--- config.mk ---
export PLATFORM = sky130hd
export DESIGN_NAME = dmem_arbiter
export DESIGN_NICKNAME = d
export VERILOG_FILES = /design/src/rtl/dmem_arbiter.sv
export SDC_FILE = /design/constraint.sdc
export NUM_CORES = 1
export LEC_CHECK = 0
export CORE_AREA = 2 2 99 101
export DETAILED_ROUTE_END_ITERATION = 8
export DIE_AREA = 0 0 101 103
export PLACE_DENSITY_LB_ADDON = 0.08
export SYNTH_ARGS = -nofsm -noshare
export SYNTH_HDL_FRONTEND = slang
export SYNTH_SLANG_ARGS = --single-unit
export TNS_END_PERCENT = 1
--- constraint.sdc ---
create_clock -name clock -period 5.1 [get_ports clock]
set_input_delay 1.02 -clock clock [delete_from_list [all_inputs] [get_ports clock]]
set_output_delay 1.02 -clock clock [all_outputs]
set_load 0.05 [all_outputs]
--- src/rtl/dmem_arbiter.sv ---
// dmem_arbiter
//   Three-port arbiter in front of a single-port data RAM. Port 0 is the CPU,
//   port 1 the VGA fetch and port 2 the input logger.
//   Winners are picked round-robin. A winner holding lock keeps the RAM for a
//   burst of at most LOCK_MAX grants.
//
// Ports
//   clock, reset        : system clock, synchronous active-high reset
//   req/we/lock [2:0]   : per-port request, write enable (1 = write), burst lock
//   addr  [3*ADDR_W-1:0]: per-port word address, port k at [k*ADDR_W +: ADDR_W]
//   wdata [95:0]        : per-port write data, port k at [k*32 +: 32]
//   gnt   [2:0]         : one-hot-or-zero grant, combinational
//   rvalid[2:0], rdata  : read return, one cycle after a read grant
//   ram_wEn/ram_addr/ram_dataIn : RAM request, muxed from the granted port
//   ram_dataOut         : RAM read data, one cycle after the address
module dmem_arbiter #(
  parameter int ADDR_W   = 12,
  parameter int LOCK_MAX = 8
) (
  input  logic                  clock,
  input  logic                  reset,
  input  logic [2:0]            req,
  input  logic [2:0]            we,
  input  logic [2:0]            lock,
  input  logic [3*ADDR_W-1:0]   addr,
  input  logic [95:0]           wdata,
  output logic [2:0]            gnt,
  output logic [2:0]            rvalid,
  output logic [31:0]           rdata,
  output logic                  ram_wEn,
  output logic [ADDR_W-1:0]     ram_addr,
  output logic [31:0]           ram_dataIn,
  input  logic [31:0]           ram_dataOut
);

  localparam int CNT_W = $clog2(LOCK_MAX) + 1;

  typedef enum logic {ARB, LOCKED} state_t;

  state_t           state, state_nx;
  logic [1:0]       ptr, ptr_nx;
  logic [1:0]       owner, owner_nx;
  logic [CNT_W-1:0] burst, burst_nx;
  logic             force_rel, force_rel_nx;
  logic [2:0]       gnt_c;
  logic [2:0]       rvalid_q;
  logic [1:0]       win;
  logic             win_vld;
  logic [1:0]       cand;

  function automatic logic [1:0] next_port(input logic [1:0] p);
    return (p == 2'd2) ? 2'd0 : p + 2'd1;
  endfunction

  // NOTE: every signal written here gets a default first, so no path leaves
  // one unassigned and no latch is inferred.
  always_comb begin
    state_nx     = state;
    ptr_nx       = ptr;
    owner_nx     = owner;
    burst_nx     = burst;
    force_rel_nx = 1'b0;
    gnt_c        = '0;
    win          = '0;
    win_vld      = 1'b0;
    cand         = ptr;

    if (state == LOCKED && req[owner] && lock[owner]) begin
      // The burst continues. Only the owner is served.
      win      = owner;
      win_vld  = 1'b1;
      burst_nx = burst + 1'b1;
      if (burst_nx == CNT_W'(LOCK_MAX)) begin
        state_nx     = ARB;
        force_rel_nx = 1'b1;
      end
    end else begin
      // Arbitrate round-robin. A lock drop lands here in the same cycle, with
      // ptr still equal to the owner.
      state_nx = ARB;
      for (int i = 0; i < 3; i++) begin
        cand = next_port(cand);
        if (!win_vld && req[cand]) begin
          win     = cand;
          win_vld = 1'b1;
        end
      end
      if (win_vld) begin
        ptr_nx = win;
        // After a forced release, the previous owner cannot relock at once.
        if (lock[win] && !(force_rel && win == owner)) begin
          owner_nx = win;
          burst_nx = CNT_W'(1);
          if (LOCK_MAX <= 1) force_rel_nx = 1'b1;
          else               state_nx     = LOCKED;
        end
      end
    end

    if (win_vld && !reset) gnt_c[win] = 1'b1;
  end

  // NOTE: state registers use non-blocking assignments only. Every flop then
  // samples pre-edge values, whatever order the blocks run in.
  always_ff @(posedge clock) begin
    if (reset) begin
      state     <= ARB;
      ptr       <= 2'd2;
      owner     <= 2'd0;
      burst     <= '0;
      force_rel <= 1'b0;
      rvalid_q  <= '0;
    end else begin
      state     <= state_nx;
      ptr       <= ptr_nx;
      owner     <= owner_nx;
      burst     <= burst_nx;
      force_rel <= force_rel_nx;
      rvalid_q  <= gnt_c & ~we;
    end
  end

  assign gnt        = gnt_c;
  assign ram_wEn    = |gnt_c & we[win];
  assign ram_addr   = |gnt_c ? addr[int'(win)*ADDR_W +: ADDR_W] : '0;
  assign ram_dataIn = |gnt_c ? wdata[int'(win)*32 +: 32] : '0;

  // A read in flight when reset arrives is dropped at the output. The RAM
  // answers one cycle after the address, so rdata passes straight through.
  assign rvalid = rvalid_q & {3{~reset}};
  assign rdata  = |rvalid ? ram_dataOut : '0;

endmodule

==> flow_summary.yaml, run 1 <==
pwr:
  powerDensity_nw_per_um2: 184.6
  irDropWorstVdd_mv: 0.08450
  p_leak_nw: 1.943
cells_and_area:
  num-nets-final: 707
  drive_gt1_share_pct: 11.70
  antennaDiodeCount: 0
  areaGrowthSynthToFinish_pct: 154.3
worst_setup_path:
  worst-setup-path-type: "in -> out"
  cp_data_arrival_time_ns: 3.64
  start_kind: "input port"
  path_delay_family: "buffers and inverters"
  path_max_fanout: 67
  max_stage_delay_ns: 0.66
  crit_required_ns: 4.08
  crit_chain: "clkdlybuf4s50_1 -> nor2_1 -> a22oi_1 -> a211o_2 -> buf_4 -> o21ai_0 -> a21oi_1 -> buf_12"
  worst_setup_path_end_kind: "output pin"
  cp.depth: 8
  rr_worst_depth: 5
  path_buf_inv: 3
  cp_slowest_cell: "clkdlybuf4s50_1"
sta:
  setup_tns_ns: 0
  finalHoldViolCount: 0
  hold_ws_ns: 0.4936
  setup_violations: 0
  finalMaxSlewViolations: 0
  skew_ns: 0.0006861
  period_share_pct: 91.34
  relSlewSlack_pct: 51.93
  grt_setup_unrepaired: "false"
  max_freq_mhz: 214.7
  worst_pin_slew_ns: 0.7211
  finalCriticalPeriod_ns: 4.658
die:
  start_util_pct: 21.40
  fp-row-count: 36
  die_height_um: 103
  die_x_um: 101
  coreArea_um2: 9459
  top_level_ports: 258
  dieArea_um2: 10400
global_routing:
  gr-total-overflow: 0
  grt_first_pass_wirelength_um: 14640
  grt_pass1_vias: 2832
  grt.total_usage_pct: 18.09
  grt_max_degree: 68
  antenna_found_initial: 0
clock_tree:
  cts_resized: 0
  cts_hold_buf: 0
  clock_latency_ns: 0.24
  cts_max_path_buffers: 2
  cts_tree: "done"
  cts_sinks: 13
  cts-root-buf: "clkbuf_8"
  cts_setup_buffers: 0
  clk_pin_slew_ns: 0.06
  numCtsBuffers: 3
  ctsHtreeMaxLevel: 1
hold_path:
  min_path_cells: 2
  hold_class: "reg -> reg"
yosys:
  syn_nets: 467
  synth_area_leader_cell: "mux2i_1"
  synth-seq-area-share_pct: 12.86
  synthTopCellsByArea: "mux2i_1 22%, dfxtp_1 13%, a21oi_1 13%"
  synth_cells: 291
  synthFlopType: "dfxtp_1"
  yosys_warnings: 0
  netlist.area_leader.share_pct: 22.25
  synth_cell_types: 43
  synth_area_um2: 2024
  ys_async_sr_fraction_pct: 0
  postSynthAreaPerCell_um2: 6.957
  synth_seq_cells: 13
  synth-edff-count: 0
route:
  drc: 0
  avgViaCountPerCell: 4.811
  vias: 3098
  routedWlPerCell_um: 16.68
  dr.pass1.iters: 4
  drtIter0Drc: 91
  detail-route-antenna-nets: 0
  wl_um: 10740
placed_design:
  io_buffers: 257
  place_congestion: 0.7714
  dpl.hpwl_um: 8992
status:
  status: "completed"
flow_run:
  maxCapViolations: 0
[where the power goes]
group | switching, mW | internal [mW] | total, mW
combinational | 0.380 | 0.362 | 0.742
sequential | 0.00817 | 0.109 | 0.117
clock | 0.0367 | 0.0551 | 0.0918
total | 0.424 | 0.526 | 0.950
[worst paths after layout]
kind	endpoint	slack, ns	start
min reg2reg	burst[1]	0.49	burst[1]
max	ram_wEn	0.44	req[0]
min	burst[1]	0.49	burst[1]
max reg2reg	state	3.14	ptr[1]
[worst register-to-register path, stage by stage, from the launching register on]
cell	delay, ns
dfxtp_1	0.36
nor2b_1	0.22
a2bb2oi_1	0.49
xor2_1	0.14
a31oi_1	0.50
o2bb2ai_1	0.19
[final cells by class]
type	count	area [um^2]
fillers	899	4312
clock buffers	4	45.04
repair buffers	264	3060
well taps	114	142.6
inverters	5	18.77
flip-flops and latches	13	260.3
multi-input cells	244	1620
[state kept, by name, indices dropped and copies added (netlist names)]
register and flops:
ptr 2, burst 4, owner 2, state 1, rvalid_q 3, force_rel 1
[synth_stat cells, types with 3 or more instances]
master and n:
a21oi_1 51, o21ai_0 49, mux2i_1 45, and2_1 32
clkbuf_1 19, dfxtp_1 13, nor2_1 11, nor3_1 7
buf_2 6, inv_1 5, nor2b_1 4, buf_6 3
nand2_1 3, nand3_1 3, o41ai_1 3, or3_1 3
[routing by layer]
metal  wire, um  up-vias  track usage, %
li1           -     1545               -
met1       3766     1384           17.97
met2       5742      163           36.51
met3       1151        6           6.237
met4         78        0           3.119
met5          0        -               0
[cells by family after synthesis]
logic type / share of synthesized area, %
flip-flops: 12.86
AND/OR/NAND/NOR: 21.76
AO/OA/AOI/OAI: 33.25
XOR/XNOR: 1.298
multiplexers: 22.25
buffers and inverters: 7.973
adder cells (fa/ha/maj): 0.6179
[through the flow]
stage | worst slack [ns] | cell area, um^2 | cells | util [%] | power (mW)
6_report | 0.4417 | 5147 | 644 | 54.42 | 0.9501
5_1_grt | 0.2180 | 5147 | 644 | 54.42 | 0.9981
4_1_cts | 0.4219 | 5147 | 644 | 54.42 | 0.9590
3_5_place_dp | 0.4356 | 5102 | 640 | 53.94 | 0.8651
3_3_place_gp | 0.4739 | 5102 | 640 | 53.94 | 0.8595
2_1_floorplan | 0.9098 | 2024 | 291 | - | 0.4881
[placed cells by master (no fill, tap or decap), drive strengths merged, types with 2 or more instances in the layout]
| cell type | synthesis | final |
|---|---|---|
| nand2 | 3 | 3 |
| clkdlybuf4s50 | 0 | 211 |
| nor3 | 7 | 7 |
| inv | 5 | 5 |
| xor2 | 2 | 2 |
| o41ai | 3 | 3 |
| mux2i | 45 | 45 |
| buf | 10 | 53 |
| clkbuf | 19 | 4 |
| and3 | 2 | 2 |
| a21oi | 51 | 51 |
| a211oi | 2 | 2 |
| or2 | 2 | 2 |
| nor2 | 11 | 11 |
| or3 | 3 | 3 |
| nand2b | 2 | 2 |
| nor2b | 4 | 4 |
| a2bb2oi | 2 | 2 |
| a21boi | 2 | 2 |
| dfxtp | 13 | 13 |
| nand3 | 3 | 3 |
| o21ai | 49 | 49 |
| and2 | 32 | 32 |
No activity file was read; power rests on OpenSTA's default activity.
==> inputs of run 2 (changes only) <==
- ABC_CLOCK_PERIOD_IN_PS: default -> 5100
==> results of run 2 <==
The final DEF is identical to that of run 1; final timing and power are the same.
